### src/rtl/uart_cerceve_yukleyici.sv
// ============================================================================
// Module : uart_cerceve_yukleyici
// Moves one frame of FRAME_LEN bytes from a UART RX FIFO into RAM, in address order.
// Rev    : 1.0
// ============================================================================
`default_nettype none

module uart_cerceve_yukleyici #(
  parameter int FRAME_LEN   = 76800,
  parameter int ADDR_W      = 17,
  parameter int TIMEOUT_CYC = 100_000_000
) (
  input  logic              clk_i,
  input  logic              rst_i,
  input  logic              start_i,
  input  logic              abort_i,
  input  logic              fifo_empty_i,
  input  logic [7:0]        fifo_rdata_i,
  output logic              fifo_rd_en_o,
  output logic              ram_en_o,
  output logic              ram_we_o,
  output logic [ADDR_W-1:0] ram_addr_o,
  output logic [7:0]        ram_data_o,
  output logic              busy_o,
  output logic              done_o,
  output logic              error_o,
  output logic [ADDR_W-1:0] byte_count_o
);

  localparam int                TMO_W    = $clog2(TIMEOUT_CYC + 1);
  localparam logic [TMO_W-1:0]  TMO_LAST = TMO_W'(TIMEOUT_CYC - 1);
  localparam logic [ADDR_W-1:0] LAST_IDX = ADDR_W'(FRAME_LEN - 1);

  typedef enum logic [2:0] {
    IDLE  = 3'd0,
    REQ   = 3'd1,
    POP   = 3'd2,
    LATCH = 3'd3,
    WRITE = 3'd4,
    DONE  = 3'd5
  } state_t;

  state_t           state;
  logic [TMO_W-1:0] tmo_cnt;

  // Outputs are registered: each strobe is set on the edge entering the state it belongs to.
  always_ff @(posedge clk_i or posedge rst_i) begin
    if (rst_i) begin
      state        <= IDLE;
      tmo_cnt      <= '0;
      fifo_rd_en_o <= 1'b0;
      ram_en_o     <= 1'b0;
      ram_we_o     <= 1'b0;
      ram_addr_o   <= '0;
      ram_data_o   <= '0;
      busy_o       <= 1'b0;
      done_o       <= 1'b0;
      error_o      <= 1'b0;
      byte_count_o <= '0;
    end else begin
      fifo_rd_en_o <= 1'b0;
      ram_en_o     <= 1'b0;
      ram_we_o     <= 1'b0;
      done_o       <= 1'b0;
      case (state)
        IDLE: begin
          if (start_i && !abort_i) begin
            byte_count_o <= '0;
            error_o      <= 1'b0;
            tmo_cnt      <= '0;
            busy_o       <= 1'b1;
            state        <= REQ;
          end
        end
        REQ: begin
          // Abort is checked first so it wins over a coincident timeout.
          if (abort_i) begin
            busy_o <= 1'b0;
            state  <= IDLE;
          end else if (!fifo_empty_i) begin
            tmo_cnt      <= '0;
            fifo_rd_en_o <= 1'b1;
            state        <= POP;
          end else if (tmo_cnt == TMO_LAST) begin
            error_o <= 1'b1;
            busy_o  <= 1'b0;
            state   <= IDLE;
          end else begin
            tmo_cnt <= tmo_cnt + 1'b1;
          end
        end
        POP: begin
          if (abort_i) begin
            busy_o <= 1'b0;
            state  <= IDLE;
          end else begin
            state <= LATCH;
          end
        end
        LATCH: begin
          if (abort_i) begin
            busy_o <= 1'b0;
            state  <= IDLE;
          end else begin
            ram_data_o <= fifo_rdata_i;
            ram_addr_o <= byte_count_o;
            ram_en_o   <= 1'b1;
            ram_we_o   <= 1'b1;
            state      <= WRITE;
          end
        end
        WRITE: begin
          // The write strobe is already on the bus; abort only suppresses the count.
          if (abort_i) begin
            busy_o <= 1'b0;
            state  <= IDLE;
          end else begin
            byte_count_o <= byte_count_o + 1'b1;
            if (byte_count_o == LAST_IDX) begin
              done_o <= 1'b1;
              state  <= DONE;
            end else begin
              state <= REQ;
            end
          end
        end
        DONE: begin
          busy_o <= 1'b0;
          state  <= IDLE;
        end
        default: begin
          busy_o <= 1'b0;
          state  <= IDLE;
        end
      endcase
    end
  end

endmodule

`default_nettype wire

### config.mk
export PLATFORM = sky130hd
export DESIGN_NAME = uart_cerceve_yukleyici
export DESIGN_NICKNAME = d
export VERILOG_FILES = /design/src/rtl/uart_cerceve_yukleyici.sv
export SDC_FILE = /design/constraint.sdc
export NUM_CORES = 1
export LEC_CHECK = 0
export BUFFER_PORTS_ARGS = -buffer_cell sky130_fd_sc_hd__clkbuf_2
export CAP_MARGIN = 10
export CORE_MARGIN = 10
export CORE_UTILIZATION = 61
export CTS_CLUSTER_DIAMETER = 60
export DETAILED_ROUTE_END_ITERATION = 8
export HOLD_SLACK_MARGIN = 0.02
export PLACE_DENSITY = 0.91
export SKIP_CTS_REPAIR_TIMING = 1
export SKIP_LAST_GASP = 1
export SLEW_MARGIN = 10
export SYNTH_ARGS = -nofsm -noshare
export SYNTH_HDL_FRONTEND = slang
export SYNTH_SLANG_ARGS = --single-unit
### constraint.sdc
create_clock -name clk_i -period 5.4 [get_ports clk_i]
set_input_delay 1.08 -clock clk_i [delete_from_list [all_inputs] [get_ports clk_i]]
set_output_delay 1.08 -clock clk_i [all_outputs]
set_load 0.1 [all_outputs]
==> reports/qor.csv, run 1 <==
metric;value;unit
Initial DRC Count;384;
first-pass GRT wire length;15600;um
Sink Count;77;
CP Capture Type;flop;
Setup crit start kind;input pin;
initial antenna violation count;0;
Placed Cells;495;
starting density of the core;0.640;
crit-path max FO;14;
WL/cell;18.4;um
commonest cells after routing, fill and taps aside;dfrtp_1, clkbuf_2, nand2_1, nor2_1, mux2_2;
Routed Antenna Nets;0;
Worst Tran Pin Value;1.17;ns
share of layout cells above drive strength 1;0.270;
TritonCTS clock tree;yes;
Setup-failing EPs final;0;
Worst R2R Start;tmo_cnt[19];
Synth Cell Area;3850;um2
clock root buffer;clkbuf_8;
GPL Wtd Cong;0.935;
CP arrival;3.06;ns
ys async rst share;1.00;
PortBufs;60;
largest net degree at the start of global routing;44;
Clock Power Share;0.338;
RSZ-0062 raised after global routing;no;
first drt pass iteration count;6;
status;completed;
final net count;447;
maximum root-to-sink buffer count;2;
Rows;28;
Die Height;99.5;um
Sw Pwr;520;uW
# diodes;0;
clk_skew;0.0127;ns
WL final;9430;um
Fin. Hold Viols;0;
MaxCap Viol Count;0;
final worst path period share;0.517;
total nets after synthesis;392;
synth warn;0;
Clock Latency Late Sink;0.36;ns
Post-Syn Instances;377;
die area;9900;um2
fillers;423;
crit path kind;in -> reg;
register area share after synthesis;0.500;
TNS Setup;0;ns
ys flop type;dfrtp_1;
total CTS buffers;9;
Flop pwr share;0.440;
DRC viols;0;
register-to-register setup slack;2.64;ns
Post-synth EDFFs;0;
#FFs+latches synth;77;
total gr overflow;0;
r2r endpoint;tmo_cnt[22];
Peak VDD IR;347;uV
Hold EP;tmo_cnt[26];
R2R cell count;5;
vias per inst;6.51;
Post-Route Utilization;0.731;
average size of a mapped cell;10.2;um2
Max Transition Viols Final;0;
crit path from;abort_i;
IO Count;61;
worst hold path stage count;1;
distinct cell type count after synthesis;49;
Slew headroom;0.216;
Vias;3333;
Sw Share;0.357;
HP Class;reg -> reg;
commonest non-fill, non-tap cell in the layout;dfrtp_1;
Hold Startpoint;tmo_cnt[26];
Detail Placement HPWL;6500;um
Power Total;1460;uW
P&R area growth vs syn;14.3;%
critical path required time;5.67;ns
H-tree depth;3;
minimum clock period;2.79;ns
Internal;935;uW
Core Footprint;6030;um2
PD cells;330;nW/um2
Leakage;0.00206;uW
die span in x;99.5;um
vias in the first global route;3170;
multi-input logic area;1800;um2
Post-Layout Cell Count;512;
fmax;0.358;GHz
logic gate share of total power;0.223;
clk slew on worst S/H paths;0.09;ns
GRT Total Usage;0.190;
register area;1930;um2
==> per-layer routing <==
metal / wire length [um] / vias up / track usage / part of all wire
met2: 4570 / 181 / 0.301 / 0.48
met1: 3830 / 1610 / 0.237 / 0.41
met5: 0 / - / 0 / 0
li1: - / 1513 / - / -
met4: 238 / 0 / 0.0860 / 0.025
met3: 794 / 29 / 0.0484 / 0.084
==> cell usage after synthesis (2+ instances only) <==
library cell	count	area, um2
a211oi_1	2	15.0
a21oi_1	13	65.1
a31oi_1	10	62.6
a41oi_1	3	26.3
and2_1	3	18.8
and3_1	7	43.8
and4_1	3	26.3
buf_2	6	30.0
buf_4	2	15.0
buf_6	2	22.5
clkbuf_1	8	30.0
dfrtp_1	77	1930
ha_1	2	25.0
inv_1	9	33.8
mux2_2	26	293
nand2_1	32	120
nand2b_1	4	25.0
nand3_1	14	70.1
nand4_1	16	100
nor2_1	29	109
nor3_1	11	55.1
nor4_1	2	12.5
nor4_2	2	25.0
nor4_4	2	42.5
o21ai_0	18	90.1
o21ai_1	7	35.0
o31a_1	3	26.3
o31ai_1	23	173
o41ai_1	3	26.3
or2_2	3	18.8
or3_1	7	43.8
xnor2_1	2	17.5
xor2_1	10	87.6
==> area by class of cell <==
cell class,count,area share
Multi-Input combinational cell,272,0.408
Inverter,9,0.00767
Tap cell,75,0.0213
Timing Repair Buffer,63,0.0750
Sequential cell,77,0.438
Clock buffer,10,0.0290
Clock inverter,6,0.0213
==> cell families after synthesis <==
logic type	Yosys count	share of synthesized area
flip-flops	77	0.500
AND/OR/NAND/NOR	144	0.207
multiplexers	26	0.0760
buffers and inverters	28	0.0351
adder cells (fa/ha/maj)	2	0.00649
XOR/XNOR	12	0.0273
AO/OA/AOI/OAI	88	0.148
==> how the worst max path moves through the flow <==
stage,to,cells past startpoint
final,tmo_cnt[11],6
after global routing,tmo_cnt[11],6
after CTS,tmo_cnt[11],6
after detailed placement,tmo_cnt[11],6
after global placement,tmo_cnt[11],6
after floorplan,busy_o,1
==> per-stage QoR <==
stage / worst slack [ns] / hold WS [ns] / area (um2)
finish: 2.61 / 0.505 / 4400
global route: 2.36 / 0.531 / 4400
CTS: 2.66 / 0.501 / 4390
detailed placement: 2.29 / 0.480 / 4170
global placement: 2.41 / 0.466 / 4170
floorplan: 2.35 / 0.446 / 3850
==> power by group through the flow <==
stage / Sequential, uW / Combinational, uW / Clock (uW)
3_5_place_dp: 650 / 325 / 0
5_1_grt: 645 / 340 / 517
6_report: 640 / 324 / 492
3_3_place_gp: 646 / 320 / 0
2_1_floorplan: 830 / 84.3 / 0
4_1_cts: 639 / 325 / 491
==> sequential cells by signal, summed over array words and instances, names as in the netlist <==
signal,cells
tmo_cnt,27
byte_count_o,17
ram_addr_o,17
ram_data_o,8
state,3
busy_o,1
done_o,1
error_o,1
fifo_rd_en_o,1
ram_we_o,1
==> worst max-delay path, stage by stage <==
cell and delay (ns):
clkbuf_2 0.18, nor3_1 0.36, nand3_1 0.15, a31oi_1 0.88, nand2_1 0.15, o31ai_1 0.27
Note: power is estimated with default switching activity, not from simulation.
==> run 2, diff against run 1 <==
- CORE_UTILIZATION: 61 -> 51
- PLACE_DENSITY: 0.91 -> 0.82
- clock period: 5.4 -> 2.4 ns (I/O delays scaled with it)
==> reports/qor.csv, run 2 (same netlist as run 1, synthesis figures left out) <==
metric;value;unit
Clock Latency Late Sink;0.35;ns
maximum root-to-sink buffer count;2;
final worst path period share;0.926;
Peak VDD IR;611;uV
CP Capture Type;flop;
vias in the first global route;3255;
Setup crit start kind;flop;
CP arrival;2.42;ns
minimum clock period;2.22;ns
H-tree depth;3;
MaxCap Viol Count;0;
WL final;9250;um
Setup-failing EPs final;0;
Largest Register;tmo_cnt;
fillers;582;
Rows;31;
commonest cells after routing, fill and taps aside;dfrtp_1, clkbuf_2, nand2_1, nor2_1, mux2_2;
max reg flops;27;
Sink Count;77;
met1 WL;4020;um
Post-Layout Cell Count;550;
status;completed;
top sig layer;met4;
Initial DRC Count;237;
Fin. Hold Viols;0;
die area;11400;um2
total CTS buffers;9;
Sw Share;0.381;
Worst R2R Start;tmo_cnt[12];
commonest non-fill, non-tap cell in the layout;dfrtp_1;
DRC viols;0;
TNS Setup;0;ns
met2 wire length;4490;um
share of layout cells above drive strength 1;0.295;
Max Transition Viols Final;0;
WL/cell;16.8;um
delay of the slowest critical-path stage;0.54;ns
Leakage;0.00212;uW
critical path required time;2.60;ns
logic gate share of total power;0.243;
most numerous cell on the critical path;a31oi_1;
crit path kind;reg -> reg;
Slew headroom;0.475;
GRT Total Usage;0.162;
Clock Power Share;0.294;
worst path cell trace;or4_4 -> nor4_4 -> a31oi_1 -> buf_4 -> a41oi_1 -> a31oi_1;
GPL Wtd Cong;0.928;
first drt pass iteration count;6;
total gr overflow;0;
worst-path cell with the longest stage delay;or4_4;
Core Footprint;7290;um2
TritonCTS clock tree;yes;
vias per inst;6.01;
initial antenna violation count;0;
Routed Antenna Nets;0;
Detail Placement HPWL;6610;um
clock root buffer;clkbuf_8;
final net count;461;
die span in x;107;um
met3 WL;615;um
Sw Pwr;1180;uW
Die Height;107;um
PD cells;684;nW/um2
largest net degree at the start of global routing;43;
biggest regs;tmo_cnt x27, byte_count_o x17, ram_addr_o x17;
starting density of the core;0.528;
clk_skew;0.0162;ns
P&R area growth vs syn;17.3;%
crit-path max FO;6;
R2R cell count;6;
PortBufs;60;
Placed Cells;534;
first-pass GRT wire length;15400;um
# diodes;0;
Internal;1910;uW
Worst Tran Pin Value;0.786;ns
clk slew on worst S/H paths;0.09;ns
RSZ-0062 raised after global routing;no;
HP Class;in -> async;
Vias;3305;
fmax;0.450;GHz
crit path from;tmo_cnt[12];
Flop pwr share;0.463;
IO Count;61;
==> run 2: cell types whose count changed in the layout (fill, tap and decap cells not counted), sizes merged <==
cell,before,now
buf,3,17
bufinv,2,0
clkbuf,70,69
clkinv,1,2
clkinvlp,1,3
==> run 2: area by class of cell <==
| cell class | count | area [um2] | area share |
|---|---|---|---|
| multi-input cells | 272 | 1800 | 0.398 |
| well taps | 99 | 124 | 0.0274 |
| clock buffers | 9 | 124 | 0.0274 |
| flip-flops and latches | 77 | 1930 | 0.426 |
| clock inverters | 7 | 57.6 | 0.0127 |
| repair buffers | 77 | 453 | 0.100 |
| inverters | 9 | 37.5 | 0.00830 |
==> run 2: layer usage <==
| metal | vias to the layer above | GRT usage |
|---|---|---|
| met5 | - | 0 |
| met4 | 0 | 0.0687 |
| met3 | 16 | 0.0467 |
| met2 | 136 | 0.263 |
| met1 | 1620 | 0.198 |
| li1 | 1533 | - |
==> run 2: power groups by stage <==
stage | logic, uW | registers, uW | clock network (uW)
floorplan | 190 | 1870 | 0
detailed placement | 754 | 1450 | 0
global placement | 745 | 1450 | 0
CTS | 757 | 1430 | 939
global route | 784 | 1440 | 988
finish | 751 | 1430 | 909
==> run 2: final timing paths <==
| check | end | slack (ns) |
|---|---|---|
| worst max register to register | tmo_cnt[20] | 0.18 |
| worst min register to register | tmo_cnt[26] | 0.49 |
| worst max-delay path | tmo_cnt[20] | 0.18 |
| max in group asynchronous | ram_addr_o[2] | 1.50 |
| min in group clk_i | ram_data_o[6] | 0.36 |
| worst min-delay path | ram_addr_o[0] | 0.24 |
==> run 2: through the flow <==
| step | worst slack (ns) | power [uW] | area, um2 | utilization | hold slack, ns |
|---|---|---|---|---|---|
| floorplan | 0.159 | 2060 | 3860 | - | 0.446 |
| global placement | 0.267 | 2190 | 4340 | 0.595 | 0.463 |
| detailed placement | 0.218 | 2210 | 4340 | 0.595 | 0.477 |
| CTS | 0.199 | 3120 | 4520 | 0.620 | 0.256 |
| global route | 0.0146 | 3210 | 4520 | 0.620 | 0.310 |
| finish | 0.179 | 3090 | 4520 | 0.620 | 0.242 |
==> run 2: worst max-delay path, delay by kind of cell (launching register included) <==
| kind | cells | cell delay [ns] |
|---|---|---|
| flops | 1 | 0.43 |
| buf+inv | 1 | 0.23 |
| simple gates | 2 | 0.86 |
| compound gates | 3 | 0.55 |
